===== src/rtl/clk_div_multi_if.sv =====
`default_nettype none
// ============================================================================
// Module   : clk_div_multi_if
// Brief    : Configuration bus for clk_div_multi (write strobe, status back).
// Revision : 1.0 - initial release
// ============================================================================
interface clk_div_multi_if #(
   parameter int NUM_CH = 4,
   parameter int CNT_W  = 28
);
   localparam int c_CH_W = (NUM_CH > 1) ? $clog2(NUM_CH) : 1;

   logic                cfg_we;
   logic [c_CH_W-1:0]   cfg_ch;
   logic [CNT_W-1:0]    cfg_half;
   logic                cfg_err;
   logic [NUM_CH-1:0]   cfg_pending;

   modport master (
      output cfg_we, cfg_ch, cfg_half,
      input  cfg_err, cfg_pending
   );

   modport slave (
      input  cfg_we, cfg_ch, cfg_half,
      output cfg_err, cfg_pending
   );
endinterface
`default_nettype wire


===== src/rtl/clk_div_multi.sv =====
`default_nettype none
// ============================================================================
// Module   : clk_div_multi
// Brief    : NUM_CH programmable square-wave dividers of clk100Mhz with
//            rise/fall tick strobes and boundary-aligned half-period updates.
// Revision : 1.0 - initial release
// ============================================================================
module clk_div_multi #(
   parameter int NUM_CH       = 4,
   parameter int CNT_W        = 28,
   parameter int DEFAULT_HALF = 500
) (
   input  wire logic              clk100Mhz,
   input  wire logic              rst_n,
   input  wire logic [NUM_CH-1:0] en,
   input  wire logic              sync_restart,
   clk_div_multi_if.slave         cfg,
   output logic      [NUM_CH-1:0] slow_clk,
   output logic      [NUM_CH-1:0] rise_tick,
   output logic      [NUM_CH-1:0] fall_tick
);

   localparam logic [CNT_W-1:0] c_ONE     = CNT_W'(1);
   localparam logic [CNT_W-1:0] c_DEFHALF = CNT_W'(DEFAULT_HALF);

   logic w_ch_oob;
   logic w_half_zero;
   logic w_cfg_ok;
   logic r_cfg_err;

   assign w_ch_oob    = (int'(cfg.cfg_ch) >= NUM_CH);
   assign w_half_zero = (cfg.cfg_half == '0);
   assign w_cfg_ok    = cfg.cfg_we && !w_ch_oob && !w_half_zero;

   always_ff @(posedge clk100Mhz) begin
      if (!rst_n) begin
         r_cfg_err <= 1'b0;
      end else begin
         r_cfg_err <= cfg.cfg_we && (w_ch_oob || w_half_zero);
      end
   end

   assign cfg.cfg_err = r_cfg_err;

   for (genvar i = 0; i < NUM_CH; i++) begin : g_ch
      logic [CNT_W-1:0] r_cnt;
      logic [CNT_W-1:0] r_active;
      logic [CNT_W-1:0] r_shadow;
      logic             r_pending;
      logic             r_slow;
      logic             r_rise;
      logic             r_fall;
      logic             w_wr;
      logic             w_bnd;

      assign w_wr  = w_cfg_ok && (int'(cfg.cfg_ch) == i);
      assign w_bnd = en[i] && (r_cnt == r_active);

      always_ff @(posedge clk100Mhz) begin
         if (!rst_n) begin
            r_cnt     <= c_ONE;
            r_active  <= c_DEFHALF;
            r_shadow  <= c_DEFHALF;
            r_pending <= 1'b0;
            r_slow    <= 1'b0;
            r_rise    <= 1'b0;
            r_fall    <= 1'b0;
         end else if (sync_restart) begin
            // Realign phase; anything pending (or written now) takes effect at once.
            r_cnt     <= c_ONE;
            r_slow    <= 1'b0;
            r_rise    <= 1'b0;
            r_fall    <= 1'b0;
            r_pending <= 1'b0;
            if (w_wr) begin
               r_active <= cfg.cfg_half;
               r_shadow <= cfg.cfg_half;
            end else if (r_pending) begin
               r_active <= r_shadow;
            end
         end else begin
            r_rise <= 1'b0;
            r_fall <= 1'b0;
            if (w_bnd) begin
               r_cnt  <= c_ONE;
               r_slow <= ~r_slow;
               r_rise <= ~r_slow;
               r_fall <= r_slow;
            end else if (en[i]) begin
               r_cnt <= r_cnt + c_ONE;
            end

            // A write landing on the boundary bypasses the shadow stage.
            if (w_bnd) begin
               if (w_wr) begin
                  r_active  <= cfg.cfg_half;
                  r_shadow  <= cfg.cfg_half;
                  r_pending <= 1'b0;
               end else if (r_pending) begin
                  r_active  <= r_shadow;
                  r_pending <= 1'b0;
               end
            end else if (w_wr) begin
               r_shadow  <= cfg.cfg_half;
               r_pending <= 1'b1;
            end
         end
      end

      assign slow_clk[i]        = r_slow;
      assign rise_tick[i]       = r_rise;
      assign fall_tick[i]       = r_fall;
      assign cfg.cfg_pending[i] = r_pending;
   end

endmodule
`default_nettype wire


===== src/flat_wrapper.sv =====
// flat-port wrapper written by rule: the top's interface ports become plain ports
module clk_div_multi_flat 
#(
   parameter int NUM_CH       = 4,
   parameter int CNT_W        = 28,
   parameter int DEFAULT_HALF = 500
)
  (clk100Mhz, rst_n, en, sync_restart, slow_clk, rise_tick, fall_tick, cfg_cfg_we, cfg_cfg_ch, cfg_cfg_half, cfg_cfg_err, cfg_cfg_pending);
  clk_div_multi_if #(.NUM_CH(NUM_CH), .CNT_W(CNT_W)) cfg_i ();
  input  wire logic clk100Mhz;
  input  wire logic rst_n;
  input  wire logic [NUM_CH-1:0] en;
  input  wire logic sync_restart;
  output logic      [NUM_CH-1:0] slow_clk;
  output logic      [NUM_CH-1:0] rise_tick;
  output logic      [NUM_CH-1:0] fall_tick;
  input wire logic [$bits(cfg_i.cfg_we)-1:0] cfg_cfg_we;
  input wire logic [$bits(cfg_i.cfg_ch)-1:0] cfg_cfg_ch;
  input wire logic [$bits(cfg_i.cfg_half)-1:0] cfg_cfg_half;
  output wire logic [$bits(cfg_i.cfg_err)-1:0] cfg_cfg_err;
  output wire logic [$bits(cfg_i.cfg_pending)-1:0] cfg_cfg_pending;
  assign cfg_i.cfg_we = cfg_cfg_we;
  assign cfg_i.cfg_ch = cfg_cfg_ch;
  assign cfg_i.cfg_half = cfg_cfg_half;
  assign cfg_cfg_err = cfg_i.cfg_err;
  assign cfg_cfg_pending = cfg_i.cfg_pending;
  clk_div_multi #(.NUM_CH(NUM_CH), .CNT_W(CNT_W), .DEFAULT_HALF(DEFAULT_HALF)) u_core (.clk100Mhz(clk100Mhz), .rst_n(rst_n), .en(en), .sync_restart(sync_restart), .cfg(cfg_i), .slow_clk(slow_clk), .rise_tick(rise_tick), .fall_tick(fall_tick));
endmodule

===== config.mk =====
export PLATFORM = sky130hd
export DESIGN_NAME = clk_div_multi_flat
export DESIGN_NICKNAME = d
export VERILOG_FILES = /design/src/rtl/clk_div_multi_if.sv /design/src/rtl/clk_div_multi.sv /design/src/flat_wrapper.sv
export SDC_FILE = /design/constraint.sdc
export NUM_CORES = 1
export LEC_CHECK = 0
export CAP_MARGIN = 20
export CORE_UTILIZATION = 40
export DETAILED_ROUTE_END_ITERATION = 10
export GPL_TIMING_DRIVEN = 1
export HOLD_SLACK_MARGIN = 0.1
export PLACE_DENSITY = 0.67
export SLEW_MARGIN = 25
export SYNTH_ARGS = -nofsm -noshare
export SYNTH_HDL_FRONTEND = slang
export SYNTH_SLANG_ARGS = --single-unit

===== constraint.sdc =====
create_clock -name clk100Mhz -period 2.72 [get_ports clk100Mhz]
set_input_delay 0.68 -clock clk100Mhz [delete_from_list [all_inputs] [get_ports clk100Mhz]]
set_output_delay 0.68 -clock clk100Mhz [all_outputs]
set_load 0.005 [all_outputs]

==> impl_metrics.csv, run 1 <==
group,metric,value,unit
final_layout,antenna_cells,0,
floorplan,num_rows,71,
worst_setup_path,rr_worst_depth,7,
worst_setup_path,start_kind,"input port",
min_path,min_path_cells,1,
run_status,outcome,"complete, no violations",
worst_setup_path,r2r_end,"u_core.g_ch[0].r_active[8]$_SDFFE_PN1P_",
final_layout,syn_to_final_growth,19.89,%
global_route,grt_use_total,0.1919,
placement,hpwl,25660,µm
timing,max_slew.worst_pin.slew,0.5408,ns
worst_setup_path,cp-end-kind,"flop",
floorplan,die_w,197.9,µm
timing,period_minus_slack,2.670,ns
timing,clock.fmax,0.3745,GHz
final_layout,multi_input_area,7836,µm²
timing,period_share,0.9817,
timing,hold_violations,0,
placement,place_area,16960,µm²
global_route,grt_max_degree,118,
timing,skew,0.02679,ns
placement,gp_congestion,0.8231,
detailed_routing,final_antenna_net_count,0,
clock_network,numCtsBuffers,37,
timing,setup_ws,0.04968,ns
clock_network,cts_hold_buf,0,
floorplan,pin_count,55,
min_path,hp-class,"reg2reg",
placement,pre_cts_ws,-0.7747,ns
synth,synth_common_cells,"dfxtp_1 (353), nor2_1 (131), xor2_1 (122)",
detailed_routing,wl_per_cell,17.37,µm
detailed_routing,drt_pass1_iterations,5,
global_route,grt_pass1_wl,58190,µm
global_route,gr-total-overflow,0,
synth,avgSynthCellArea,10.28,µm²
final_layout,fillers,3406,
min_path,min_delay_worst_endpoint,"u_core.g_ch[0].r_rise$_SDFF_PP0_",
floorplan,die_h,197.9,µm
power_and_ir_drop,power_density,588.1,nW/µm²
clock_network,htreeDepth,2,
placement,io_buffers,54,
min_path,hp-start,"u_core.g_ch[0].r_slow$_SDFFE_PP0P_",
final_layout,final_core_util,0.4874,
global_route,grt_pass1_vias,10510,
detailed_routing,drc,0,
final_layout,design_area,18400,µm²
synth,synthTopCellsByArea,"dfxtp_1 (46%), mux2i_1 (7.6%), xor2_1 (7.0%)",
clock_network,cts_sinks,353,
synth,synth-edff-count,0,
synth,synth.distinct_cells,38,
clock_network,clk_path_buf_depth,3,
floorplan,core,37760,µm²
worst_setup_path,arrival,3.08,ns
synth,synth_nets,1535,
synth,synth_warnings,0,
power_and_ir_drop,ir_worst_vdd,0.4600,mV
worst_setup_path,worstPathRequired,3.13,ns
detailed_routing,wl,37180,µm
final_layout,nets,1648,
synth,synth_ff_type,"dfxtp_1",
timing,slew_violations,0,
final_layout,regArea,7067,µm²
detailed_routing,num_vias,10400,
synth,syn_area,15350,µm²
placement,dp_cells,2070,
floorplan,dieArea,39160,µm²
worst_setup_path,ff2ff_setup_slack,0.47,ns
worst_setup_path,critical_path_class,"in2reg",
synth,async_reset_ff_frac,0,
clock_network,cts_tree,"done",
floorplan,start_util,0.4065,
synth,synth-seq-cells,353,
clock_network,path_clk_slew,0.06,ns
timing,setup_viol,0,
synth,synth_most_common_cell,"dfxtp_1",
run,maxCapViolations,0,
global_route,antenna_found_initial,0,
clock_network,clk_latency,0.53,ns
clock_network,cts-root-buf,"clkbuf_16",
detailed_routing,avgViaCountPerCell,4.859,
synth,synth_top_area_share,0.4604,
synth,yosysTopAreaCell,"dfxtp_1",
power_and_ir_drop,p_leak,0.007862,µW
final_layout,stdcell_count,2141,
final_layout,drive_above_1_share,0.1583,
worst_setup_path,crit_path_max_fanout,6,
synth,syn-instance-count,1493,
timing,whs,0.4424,ns
timing,slew_headroom,0.6361,
worst_setup_path,r2r-start,"u_core.g_ch[0].r_cnt[1]$_SDFFE_PP0P_",
synth,seq_area_frac_synth,0.4604,
detailed_routing,drtIter0Drc,726,
==> registers in the layout, summed over array words and instances, names as in the netlist <==
name	cells
u_core.cfg.cfg_err	1
u_core.g_ch.r_active	112
u_core.g_ch.r_cnt	112
u_core.g_ch.r_fall	4
u_core.g_ch.r_pending	4
u_core.g_ch.r_rise	4
u_core.g_ch.r_shadow	112
u_core.g_ch.r_slow	4
==> final cells by class <==
| cell class | count | share of cell area |
|---|---|---|
| Multi-Input combinational cell | 1043 | 0.4259 |
| Sequential cell | 353 | 0.3840 |
| Timing Repair Buffer | 158 | 0.08989 |
| Clock buffer | 58 | 0.06126 |
| Tap cell | 511 | 0.03475 |
| Inverter | 13 | 0.002652 |
| Clock inverter | 5 | 0.001564 |
==> worst max path at each step <==
stage	startpoint	end	slack [ns]
after floorplan	cfg_cfg_half[21]	u_core.g_ch[3].r_active[10]$_SDFFE_PN0P_	0.30
after global placement	cfg_cfg_half[5]	u_core.g_ch[0].r_active[16]$_SDFFE_PN0P_	-0.80
after detailed placement	cfg_cfg_half[5]	u_core.g_ch[0].r_active[22]$_SDFFE_PN0P_	-0.77
after CTS	cfg_cfg_half[2]	u_core.g_ch[3].r_active[27]$_SDFFE_PN0P_	0.0004
after global routing	cfg_cfg_half[0]	u_core.g_ch[3].r_active[8]$_SDFFE_PN1P_	-0.002
final	cfg_cfg_half[0]	u_core.g_ch[3].r_active[8]$_SDFFE_PN1P_	0.05
==> layout by cell type (no fill, tap or decap), types with 15 or more instances in the layout <==
cell type	count
buf_12	18
clkbuf_16	42
and2_1	89
clkdlybuf4s50_1	44
dfxtp_1	353
and3_1	36
nand2_1	77
nand3_1	25
mux2_4	21
mux2_1	27
nor4_1	20
nand4_1	44
buf_4	78
nor2_1	131
nand2b_1	25
xnor2_1	101
mux2i_1	116
mux2_2	64
nor2b_1	91
xor2_1	122
nor3_1	15
==> metrics by stage <==
step | TNS (ns) | total power, µW
4_1_cts | 0 | 10910
5_1_grt | -0.002409 | 11200
3_3_place_gp | -113.17 | 6042
2_1_floorplan | 0 | 5733
6_report | 0 | 10820
3_5_place_dp | -112.08 | 6053
==> power breakdown <==
group,switching [µW],total [µW],internal (µW)
Clock,2010,4850,2840
Sequential,41.2,5290,5250
Combinational,362,679,317
Total,2420,10800,8410
==> cell families after synthesis <==
kind of cell             count (synthesis)  synth area share
multiplexers                           228            0.1627
flip-flops                             353            0.4604
AO/OA/AOI/OAI                           11          0.005869
AND/OR/NAND/NOR                        577            0.2030
buffers and inverters                   97           0.03750
XOR/XNOR                               223            0.1273
adder cells (fa/ha/maj)                  4          0.003261
==> critical path: stages <==
cell             delay [ns]
clkdlybuf4s50_1        0.54
nor4_4                 0.36
nand4_4                0.16
buf_6                  0.16
o2111ai_4              0.26
buf_12                 0.16
nand2_2                0.06
o21ai_4                0.15
clkbuf_16              0.24
mux2_4                 0.30
==> what timing repair did <==
item / in CTS / in global routing
buffers inserted: 2 / 2
gates cloned: 1 / 3
endpoints found under the setup margin: 112 / 73
resized for setup: 8 / 24
pin swaps: 2 / 6
==> metal layers <==
metal  vias to the layer above  wire length (µm)  global-route usage
met2                       165             17230              0.3113
met5                         -                 0                   0
met3                        61              1383             0.02844
met1                      4998             17580              0.2608
li1                       5180                 -                   -
met4                         0               979             0.06173
Note: power is estimated with default switching activity, not from simulation.
==> run 2, diff against run 1 <==
GPL_ROUTABILITY_DRIVEN = 0   (was default)
==> results of run 2 <==
Same layout as run 1: the final DEF is identical, and so are final timing and power.
